File: config.mk
export PLATFORM = sky130hd
export DESIGN_NAME = ctrl_cmd_parser
export DESIGN_NICKNAME = d
export VERILOG_FILES = /design/src/rtl/ctrl_cmd_parser.sv
export SDC_FILE = /design/constraint.sdc
export NUM_CORES = 1
export LEC_CHECK = 0
export CORE_ASPECT_RATIO = 1.25
export CORE_MARGIN = 1.5
export CORE_UTILIZATION = 50
export DETAILED_ROUTE_END_ITERATION = 8
export PLACE_DENSITY = 0.78
export SETUP_SLACK_MARGIN = 0.4
export SLEW_MARGIN = 5
export SYNTH_ARGS = -nofsm -noshare
export SYNTH_HDL_FRONTEND = slang
export SYNTH_SLANG_ARGS = --single-unit
File: constraint.sdc
create_clock -name clk -period 2.2 [get_ports clk]
set_input_delay 0.44 -clock clk [delete_from_list [all_inputs] [get_ports clk]]
set_output_delay 0.44 -clock clk [all_outputs]
set_load 0.02 [all_outputs]
File: src/rtl/ctrl_cmd_parser.sv
// ctrl_cmd_parser: framed UART command decoder.
// Frame layout: SYNC_BYTE, OP, ARG_HI, ARG_LO, CHK, where CHK = OP ^ ARG_HI ^ ARG_LO.
// A good frame updates cmd_op/cmd_arg, pulses cmd_valid and answers ACK (8'h06).
// A bad checksum answers NAK (8'h15) and bumps the saturating err_count.
// Optional feature: define CTRL_CMD_PARSER_TIMEOUT_EN to abandon a partial frame
// after TIMEOUT_CYCLES idle clocks. That case also counts as an error and sends
// no response.
// Reset is synchronous and active-high.
module ctrl_cmd_parser #(
  parameter logic [7:0] SYNC_BYTE      = 8'hA5,
  parameter int         TIMEOUT_CYCLES = 27000
) (
  input  logic        clk,
  input  logic        reset,
  input  logic        rx_valid,
  input  logic [7:0]  rx_data,
  output logic        cmd_valid,
  output logic [7:0]  cmd_op,
  output logic [15:0] cmd_arg,
  output logic        tx_valid,
  output logic [7:0]  tx_data,
  input  logic        tx_busy,
  output logic [7:0]  err_count
);

  localparam logic [7:0] ACK_BYTE = 8'h06;
  localparam logic [7:0] NAK_BYTE = 8'h15;

  // The inter-byte timeout has to leave at least one idle cycle to count.
  if (TIMEOUT_CYCLES < 2) begin : g_bad_timeout
    $error("ctrl_cmd_parser: TIMEOUT_CYCLES must be at least 2");
  end

  typedef enum logic [2:0] {
    S_IDLE,
    S_GET_OP,
    S_GET_AH,
    S_GET_AL,
    S_GET_CHK,
    S_RESP
  } state_t;

  state_t      r_state;
  state_t      w_next_state;

  // Shadow copies of the frame fields. They are only published when the checksum matches.
  logic [7:0]  r_op_sh;
  logic [7:0]  r_ah_sh;
  logic [7:0]  r_al_sh;

  logic [7:0]  r_cmd_op;
  logic [15:0] r_cmd_arg;
  logic        r_cmd_valid;
  logic [7:0]  r_tx_data;
  logic [7:0]  r_err_count;

  logic        w_chk_strobe;
  logic        w_chk_ok;
  logic        w_timeout;
  logic        w_err_inc;

  // The checksum byte is being presented this cycle.
  assign w_chk_strobe = (r_state == S_GET_CHK) && rx_valid;
  assign w_chk_ok     = (rx_data == (r_op_sh ^ r_ah_sh ^ r_al_sh));

`ifdef CTRL_CMD_PARSER_TIMEOUT_EN
  // The counter only has to reach TIMEOUT_CYCLES-1. The expiry check fires on that value.
  localparam int TIMER_W = (TIMEOUT_CYCLES > 2) ? $clog2(TIMEOUT_CYCLES) : 1;
  localparam logic [TIMER_W-1:0] TIMER_LAST = TIMER_W'(TIMEOUT_CYCLES - 1);

  logic [TIMER_W-1:0] r_timer;
  logic               w_in_frame;

  assign w_in_frame = (r_state == S_GET_OP) || (r_state == S_GET_AH) ||
                      (r_state == S_GET_AL) || (r_state == S_GET_CHK);

  // If a byte arrives in the same cycle the timer expires, the byte wins.
  assign w_timeout = w_in_frame && !rx_valid && (r_timer == TIMER_LAST);

  // Count the idle cycles since the last accepted byte of the current frame.
  always_ff @(posedge clk) begin
    if (reset) begin
      r_timer <= '0;
    end else if (w_in_frame && !rx_valid && !w_timeout) begin
      r_timer <= r_timer + 1'b1;
    end else begin
      r_timer <= '0;
    end
  end
`else
  // Without the timeout option the parser waits as long as needed for the next byte.
  assign w_timeout = 1'b0;
`endif

  assign w_err_inc = (w_chk_strobe && !w_chk_ok) || w_timeout;

  // State register.
  // NOTE: sequential state uses non-blocking (<=) so every flop samples pre-edge values.
  always_ff @(posedge clk) begin
    if (reset) begin
      r_state <= S_IDLE;
    end else begin
      r_state <= w_next_state;
    end
  end

  // Next-state logic. The frame advances one step per accepted byte.
  // NOTE: the default assignment up front keeps this combinational block latch-free.
  always_comb begin
    w_next_state = r_state;
    case (r_state)
      S_IDLE: begin
        if (rx_valid && (rx_data == SYNC_BYTE)) begin
          w_next_state = S_GET_OP;
        end
      end
      S_GET_OP: begin
        if (rx_valid) begin
          w_next_state = S_GET_AH;
        end else if (w_timeout) begin
          w_next_state = S_IDLE;
        end
      end
      S_GET_AH: begin
        if (rx_valid) begin
          w_next_state = S_GET_AL;
        end else if (w_timeout) begin
          w_next_state = S_IDLE;
        end
      end
      S_GET_AL: begin
        if (rx_valid) begin
          w_next_state = S_GET_CHK;
        end else if (w_timeout) begin
          w_next_state = S_IDLE;
        end
      end
      S_GET_CHK: begin
        if (rx_valid) begin
          w_next_state = S_RESP;
        end else if (w_timeout) begin
          w_next_state = S_IDLE;
        end
      end
      S_RESP: begin
        // Bytes received here are dropped. The FSM only waits for the transmitter.
        if (!tx_busy) begin
          w_next_state = S_IDLE;
        end
      end
      default: w_next_state = S_IDLE;
    endcase
  end

  // Output logic.
  // The strobes are forced low while reset is high, so a frame that is aborted
  // by reset never leaks a pulse.
  // tx_valid is raised in the first RESP cycle in which the transmitter is free.
  always_comb begin
    tx_valid  = (r_state == S_RESP) && !tx_busy && !reset;
    cmd_valid = r_cmd_valid && !reset;
  end

  // Capture the frame fields into the shadow registers as the bytes arrive.
  // NOTE: the shadows have no reset because each one is written before the checksum reads it.
  always_ff @(posedge clk) begin
    if (rx_valid && !reset) begin
      case (r_state)
        S_GET_OP: r_op_sh <= rx_data;
        S_GET_AH: r_ah_sh <= rx_data;
        S_GET_AL: r_al_sh <= rx_data;
        default: ;
      endcase
    end
  end

  // Check the frame.
  // On a match: publish the command, pulse cmd_valid one cycle later, and load ACK.
  // On a mismatch: load NAK and count the error.
  always_ff @(posedge clk) begin
    if (reset) begin
      r_cmd_op    <= 8'h00;
      r_cmd_arg   <= 16'h0000;
      r_cmd_valid <= 1'b0;
      r_tx_data   <= 8'h00;
    end else begin
      r_cmd_valid <= 1'b0;
      if (w_chk_strobe) begin
        if (w_chk_ok) begin
          r_cmd_op    <= r_op_sh;
          r_cmd_arg   <= {r_ah_sh, r_al_sh};
          r_cmd_valid <= 1'b1;
          r_tx_data   <= ACK_BYTE;
        end else begin
          r_tx_data   <= NAK_BYTE;
        end
      end
    end
  end

  // Saturating error counter. It counts checksum failures and inter-byte timeouts.
  always_ff @(posedge clk) begin
    if (reset) begin
      r_err_count <= 8'h00;
    end else if (w_err_inc && (r_err_count != 8'hFF)) begin
      r_err_count <= r_err_count + 8'd1;
    end
  end

  assign cmd_op    = r_cmd_op;
  assign cmd_arg   = r_cmd_arg;
  assign tx_data   = r_tx_data;
  assign err_count = r_err_count;

endmodule
==> results.cfg, run 1 <==
[pwr]
powerDensity_nw_per_um2 = 599
power.leakage_nw = 1.66
peakVddDrop_mv = 0.451
power_frac_comb_pct = 4.5
sequentialPowerShare_pct = 53.8
power.switching_w = 0.000477
clockPowerShare_pct = 41.7
p_int_w = 0.00177
switching_share_pct = 21.2

[yosys]
avgSynthCellArea_sq_um = 11.5
synth_top_area_share_pct = 29.6
synth_area_leaders = dfxtp_1 (30%), edfxtp_1 (27%), mux2i_1 (9.5%)
ys_warn_count = 0
synth_largest_area_cell = dfxtp_1
syn-cell-area_sq_um = 2640
ys_types = 32
synthCells = 229
ys_seq_elements = 63
ys_seq_area_share_pct = 56.8

[sta]
fin_skew_ns = 0.0114
setup_ws_ns = 0.0186
hold_viol = 0
min_period_ns = 2.18
rsz0062_at_grt = yes
layout_worst_path_cycle_share_pct = 99.2
fmaxAchievable_mhz = 458
slew_viol_final = 0
finalSetupViolCount = 0

[grt]
grt_pass1_vias = 1861
grt.total_usage_pct = 21.4
grt_overflow = 0
grt_pass1_wl_mm = 8.82
grt_max_degree = 32
antenna_found_initial = 0

[placement]
gp_congestion = 0.754
io_buffers = 49
pre_cts_ws_ns = -0.323
post-dp-hpwl_mm = 3.65
postPlaceCellArea_sq_um = 3310

[final_layout]
multi_input_area_sq_um = 1190
nets = 321
postLayoutCellArea_sq_um = 3750
drive_above_1_share_pct = 24.3
syn2layout_area_growth_pct = 42.0
diodes = 0
num-fill-cells = 382
register_area_sq_um = 1500

[clock_network]
cts.htree.levels = 3
clock-sinks = 63
clk-insertion-delay-late_ns = 0.34
cts_tree = built
cts-root-buf = clkbuf_8
cts_buffer_depth = 2
path_clk_slew_ns = 0.06
numCtsBuffers = 9

[setup_path]
cp.required_ns = 2.41
worstSetupPathType = register to register
crit_path_end_kind = register
critPathArrivalTime_ns = 2.39
cp-start-kind = register
reg2reg_slack_ns = 0.02
path_max_fanout = 5

[floorplan]
fp-row-count = 29
io_pins = 54
die_y_microns = 84.3
core_area_sq_um = 5080
die_area_sq_um = 5730
die_w_microns = 68.0
start_util_pct = 52.0

[min_path]
hold_path.class = register to register

[outcome]
outcome = completed

[job]
timing.max_cap.violations = 0

[detailed_routing]
first_pass_iters = 4
drc = 0
drt_iter0_markers = 82
vias = 1910
viasPerCell = 5.09
ant_nets = 0
wl_mm = 5.87
wl_per_cell_microns = 15.6
Yosys cell counts, drive strengths merged:
cell type / number
a211oi: 1
a21oi: 2
a221oi: 1
a31oi: 1
and3: 4
and4: 1
buf: 8
clkbuf: 6
conb: 1
dfxtp: 39
edfxtp: 24
ha: 1
inv: 2
mux2: 7
mux2i: 25
nand2: 5
nand2b: 3
nand3: 2
nand4: 4
nor2: 43
nor2b: 8
nor3: 7
nor3b: 2
nor4: 3
nor4b: 1
nor4bb: 2
or3: 1
xnor2: 20
xor2: 5
through the flow:
step | utilization (%) | instances | total power (W) | hold WS [ns] | setup TNS [ns]
floorplan | - | 232 | 0.00128 | 0.500 | 0
global placement | 65.2 | 351 | 0.00133 | 0.460 | -7.63
detailed placement | 65.2 | 351 | 0.00133 | 0.462 | -8.73
CTS | 70.5 | 371 | 0.00225 | 0.485 | 0
global route | 73.8 | 375 | 0.00232 | 0.505 | -0.772
finish | 73.8 | 375 | 0.00225 | 0.487 | 0
worst paths after layout:
check | end | start | cells past startpoint
worst max-delay path | cmd_op[2]$_SDFFE_PP0P_ | r_al_sh[6]$_DFFE_PP_ | 7
worst min-delay path | tx_data[2]$_SDFFE_PP0N_ | tx_data[2]$_SDFFE_PP0N_ | 2
worst max register to register | cmd_op[2]$_SDFFE_PP0P_ | r_al_sh[6]$_DFFE_PP_ | 7
worst min register to register | tx_data[2]$_SDFFE_PP0N_ | tx_data[2]$_SDFFE_PP0N_ | 2
critical path, stage by stage (launching register included):
cell and delay, ns:
edfxtp_1 0.42, xnor2_1 0.33, xnor2_1 0.20, nand4_1 0.17, or3_4 0.51, buf_12 0.18, mux2i_1 0.17, nor2_1 0.07
flip-flops by register name, indices dropped and copies added, names as in the netlist:
name,cells
cmd_arg,16
cmd_op,8
err_count,8
r_ah_sh,8
r_al_sh,8
r_op_sh,8
r_state,3
tx_data,3
r_cmd_valid,1
logic make-up (layout without fill, tap and decap cells):
kind of cell             Yosys count  in the layout  share of synthesized area [%]
multiplexers                      32             32                           12.5
other                              1              4                          0.142
XOR/XNOR                          25             25                           8.29
adder cells (fa/ha/maj)            1              1                          0.474
flip-flops                        63             63                           56.8
buffers and inverters             16             97                           4.50
AO/OA/AOI/OAI                      5              5                           1.23
AND/OR/NAND/NOR                   86             86                           16.1
cell type report:
cell class,instances,area share (%)
timing repair buffer,79,21.0
inverter,2,0.200
tap,62,2.07
clock inverter,5,1.30
multi-input combinational,153,31.9
sequential,63,40.0
clock buffer,11,3.50
timing repair:
action                                  4_1_cts  5_1_grt
hold buffers                                  0        0
buffers inserted                              3        2
gates resized for setup                      27       21
pin swaps                                    15       14
endpoints found under the setup margin       41       40
cloned                                        1        2
endpoints found under the hold margin         0        0
power by group through the flow:
stage	registers (W)	logic, W	clock network, W
2_1_floorplan	0.00123	0.0000441	0
3_3_place_gp	0.00123	0.0000953	0
3_5_place_dp	0.00123	0.0000964	0
4_1_cts	0.00121	0.0000947	0.000945
5_1_grt	0.00121	0.000108	0.00100
6_report	0.00121	0.000101	0.000938
layout by cell type (no fill, tap or decap), drive strengths merged, types with 3 or more instances in the layout:
cell type / netlist / final
dfxtp: 39 / 39
nand2b: 3 / 3
and3: 4 / 4
nand2: 5 / 5
xor2: 5 / 5
nor3: 7 / 7
dlygate4sd2: 0 / 11
buf: 8 / 29
nor4: 3 / 3
clkinv: 0 / 4
nor2b: 8 / 8
clkdlybuf4s50: 0 / 32
nor2: 43 / 43
mux2i: 25 / 25
edfxtp: 24 / 24
nand4: 4 / 4
conb: 1 / 4
mux2: 7 / 7
xnor2: 20 / 20
clkbuf: 6 / 13
dlymetal6s2s: 0 / 4
routing by layer:
metal / routed length, microns / track usage [%] / vias to the layer above / part of all wire (%)
li1: - / - / 935 / -
met1: 2400 / 26.4 / 918 / 41
met2: 3110 / 34.6 / 49 / 53
met3: 236 / 3.89 / 8 / 4.0
met4: 120 / 11.6 / 0 / 2.0
met5: 0 / 0 / - / 0
Power figures use the tool's default switching activity.
==> inputs of run 2 (changes only) <==
--- a/config.mk
+++ b/config.mk
@@ -5,12 +5,13 @@
 export SDC_FILE = /design/constraint.sdc
 export NUM_CORES = 1
 export LEC_CHECK = 0
-export CORE_ASPECT_RATIO = 1.25
+export CELL_PAD_IN_SITES_DETAIL_PLACEMENT = 0
+export CELL_PAD_IN_SITES_GLOBAL_PLACEMENT = 1
+export CORE_ASPECT_RATIO = 1.75
 export CORE_MARGIN = 1.5
-export CORE_UTILIZATION = 50
+export CORE_UTILIZATION = 40
 export DETAILED_ROUTE_END_ITERATION = 8
-export PLACE_DENSITY = 0.78
-export SETUP_SLACK_MARGIN = 0.4
+export PLACE_DENSITY_LB_ADDON = 0.1
 export SLEW_MARGIN = 5
 export SYNTH_ARGS = -nofsm -noshare
 export SYNTH_HDL_FRONTEND = slang
==> run 2 against run 1 <==
Compared with the run above: final cell count grew 2.4%; register-to-register slack gained 0.23 ns; non-clock buffer count shrank 11; maximum frequency grew 5.0%; core utilization shrank 18 points; combinational power shrank 10%; wire length shrank 7.2%; first-iteration DRC count grew 3.7%; total power grew 20%; die area grew 24%; worst setup slack gained 0.10 ns; clock skew shrank 0.0041 ns; critical endpoint is now cmd_op[0]$_SDFFE_PP0P_.
==> results.cfg, run 2 (synthesis gave the netlist of run 1 again) <==
[outcome]
outcome = completed

[pwr]
power.switching_w = 0.000522
power_frac_comb_pct = 3.4
p_int_w = 0.00218
switching_share_pct = 19.3
finalPower_w = 0.00270
peakVddDrop_mv = 0.420
sequentialPowerShare_pct = 44.8
clockPowerShare_pct = 51.8
powerDensity_nw_per_um2 = 749
power.leakage_nw = 1.52

[placement]
postPlaceCellArea_sq_um = 3290
post-dp-hpwl_mm = 3.88
io_buffers = 49
gp_congestion = 0.780

[job]
timing.max_cap.violations = 0

[clock_network]
cts_setup_buffers = 0
clock-sinks = 63
numCtsBuffers = 9
cts.htree.levels = 3
cts_buffer_depth = 2
cts_tree = built
cts-root-buf = clkbuf_16
clk-insertion-delay-late_ns = 0.32
path_clk_slew_ns = 0.05

[detailed_routing]
ant_nets = 0
vias = 1840
viasPerCell = 4.79
drt_iter0_markers = 85
first_pass_iters = 6
wl_per_cell_microns = 14.2
wl_mm = 5.44
drc = 0

[final_layout]
largest_reg_flops = 16
diodes = 0
postLayoutCellArea_sq_um = 3610
final_cell_mix = clkdlybuf4s50_1 (44), nor2_1 (42), dfxtp_1 (39)
syn2layout_area_growth_pct = 36.7
nets = 310
final_util_pct = 56.0
final_common_cell = clkdlybuf4s50_1
drive_above_1_share_pct = 14.2

[setup_path]
cp.required_ns = 2.40
path_max_fanout = 25
reg2regPathDepth = 7
worstSetupPathType = input port to register
critPathLaunch = rx_data[5]
critPathArrivalTime_ns = 2.27
crit_path_end_kind = register
crit_end = cmd_op[0]$_SDFFE_PP0P_
reg2reg_slack_ns = 0.25
cp-start-kind = input port
r2r-start = r_al_sh[4]$_DFFE_PP_
r2r_end = cmd_op[0]$_SDFFE_PP0P_

[grt]
grt_pass1_wl_mm = 9.00
antenna_found_initial = 0
grt_pass1_vias = 1861
grt_overflow = 0
grt.total_usage_pct = 16.8
grt_max_degree = 28

[sta]
finalSetupViolCount = 0
fin_skew_ns = 0.00737
rsz0062_at_grt = no
slew_viol_final = 0
layout_worst_path_cycle_share_pct = 94.5
fmaxAchievable_mhz = 481
timing.setup.tns_ns = 0
min_period_ns = 2.08
hold_viol = 0

[floorplan]
fp-row-count = 39
start_util_pct = 41.0
die_y_microns = 110
die_area_sq_um = 7120
die_w_microns = 64.4
core_area_sq_um = 6440
io_pins = 54

[min_path]
hold_path.class = register to register
## run 2: through the flow
stage	setup slack [ns]	hold WS, ns	instances
after floorplan	0.293	0.500	232
after global placement	-0.324	0.466	368
after detailed placement	-0.373	0.464	368
after CTS	0.0587	0.476	384
after global routing	0.00153	0.501	384
final	0.122	0.471	384
## run 2: timing repair
item                       CTS  global route
resized for setup            4             3
pin swaps                    1             2
hold buffers                 0             0
setup endpoints to repair   26             9
## run 2: worst min-delay path by stage
stage | cells after the start | start | end
4_1_cts | 2 | tx_data[2]$_SDFFE_PP0N_ | tx_data[2]$_SDFFE_PP0N_
2_1_floorplan | 2 | r_ah_sh[2]$_DFFE_PP_ | cmd_arg[10]$_SDFFE_PP0P_
5_1_grt | 2 | tx_data[2]$_SDFFE_PP0N_ | tx_data[2]$_SDFFE_PP0N_
3_3_place_gp | 2 | tx_data[2]$_SDFFE_PP0N_ | tx_data[2]$_SDFFE_PP0N_
3_5_place_dp | 2 | tx_data[2]$_SDFFE_PP0N_ | tx_data[2]$_SDFFE_PP0N_
6_report | 2 | tx_data[2]$_SDFFE_PP0N_ | tx_data[2]$_SDFFE_PP0N_
## run 2: metal layers
metal / part of all wire [%] / routed length, microns / global-route usage (%) / up-vias
li1: - / - / - / 923
met4: 1.8 / 98 / 7.38 / 0
met3: 2.8 / 150 / 5.80 / 6
met2: 55 / 3000 / 29.3 / 36
met1: 40 / 2200 / 17.9 / 875
met5: 0 / 0 / 0 / -
## run 2: power by group through the flow
stage,sequential (W),combinational [W],clock [W]
after floorplan,0.00123,0.0000428,0
after global placement,0.00123,0.0000923,0
after detailed placement,0.00123,0.0000926,0
after CTS,0.00121,0.0000925,0.00143
after global routing,0.00121,0.000100,0.00149
final,0.00121,0.0000909,0.00140
## run 2: worst max-delay path, cell delays in order
cell             delay [ns]
clkdlybuf4s50_1        0.50
xnor2_1                0.14
xnor2_1                0.14
nand4_1                0.21
or3_4                  0.43
buf_12                 0.18
mux2i_1                0.17
nor2_1                 0.06
## run 2: layout make-up
class                           instances  area [sq um]
Inverter                                2          7.51
Fill cell                             619          2830
Tap cell                               82           103
Multi-Input combinational cell        153          1040
Timing Repair Buffer                   68           647
Sequential cell                        63          1500
Clock inverter                          2          10.0
Clock buffer                           14           297
==> inputs of run 3 (changes only) <==
--- a/config.mk
+++ b/config.mk
@@ -5,6 +5,7 @@
 export SDC_FILE = /design/constraint.sdc
 export NUM_CORES = 1
 export LEC_CHECK = 0
+export CAP_MARGIN = 10
 export CELL_PAD_IN_SITES_DETAIL_PLACEMENT = 0
 export CELL_PAD_IN_SITES_GLOBAL_PLACEMENT = 1
 export CORE_ASPECT_RATIO = 1.75
==> results of run 3 <==
No change in the layout: final DEF, timing and power equal those of run 2.
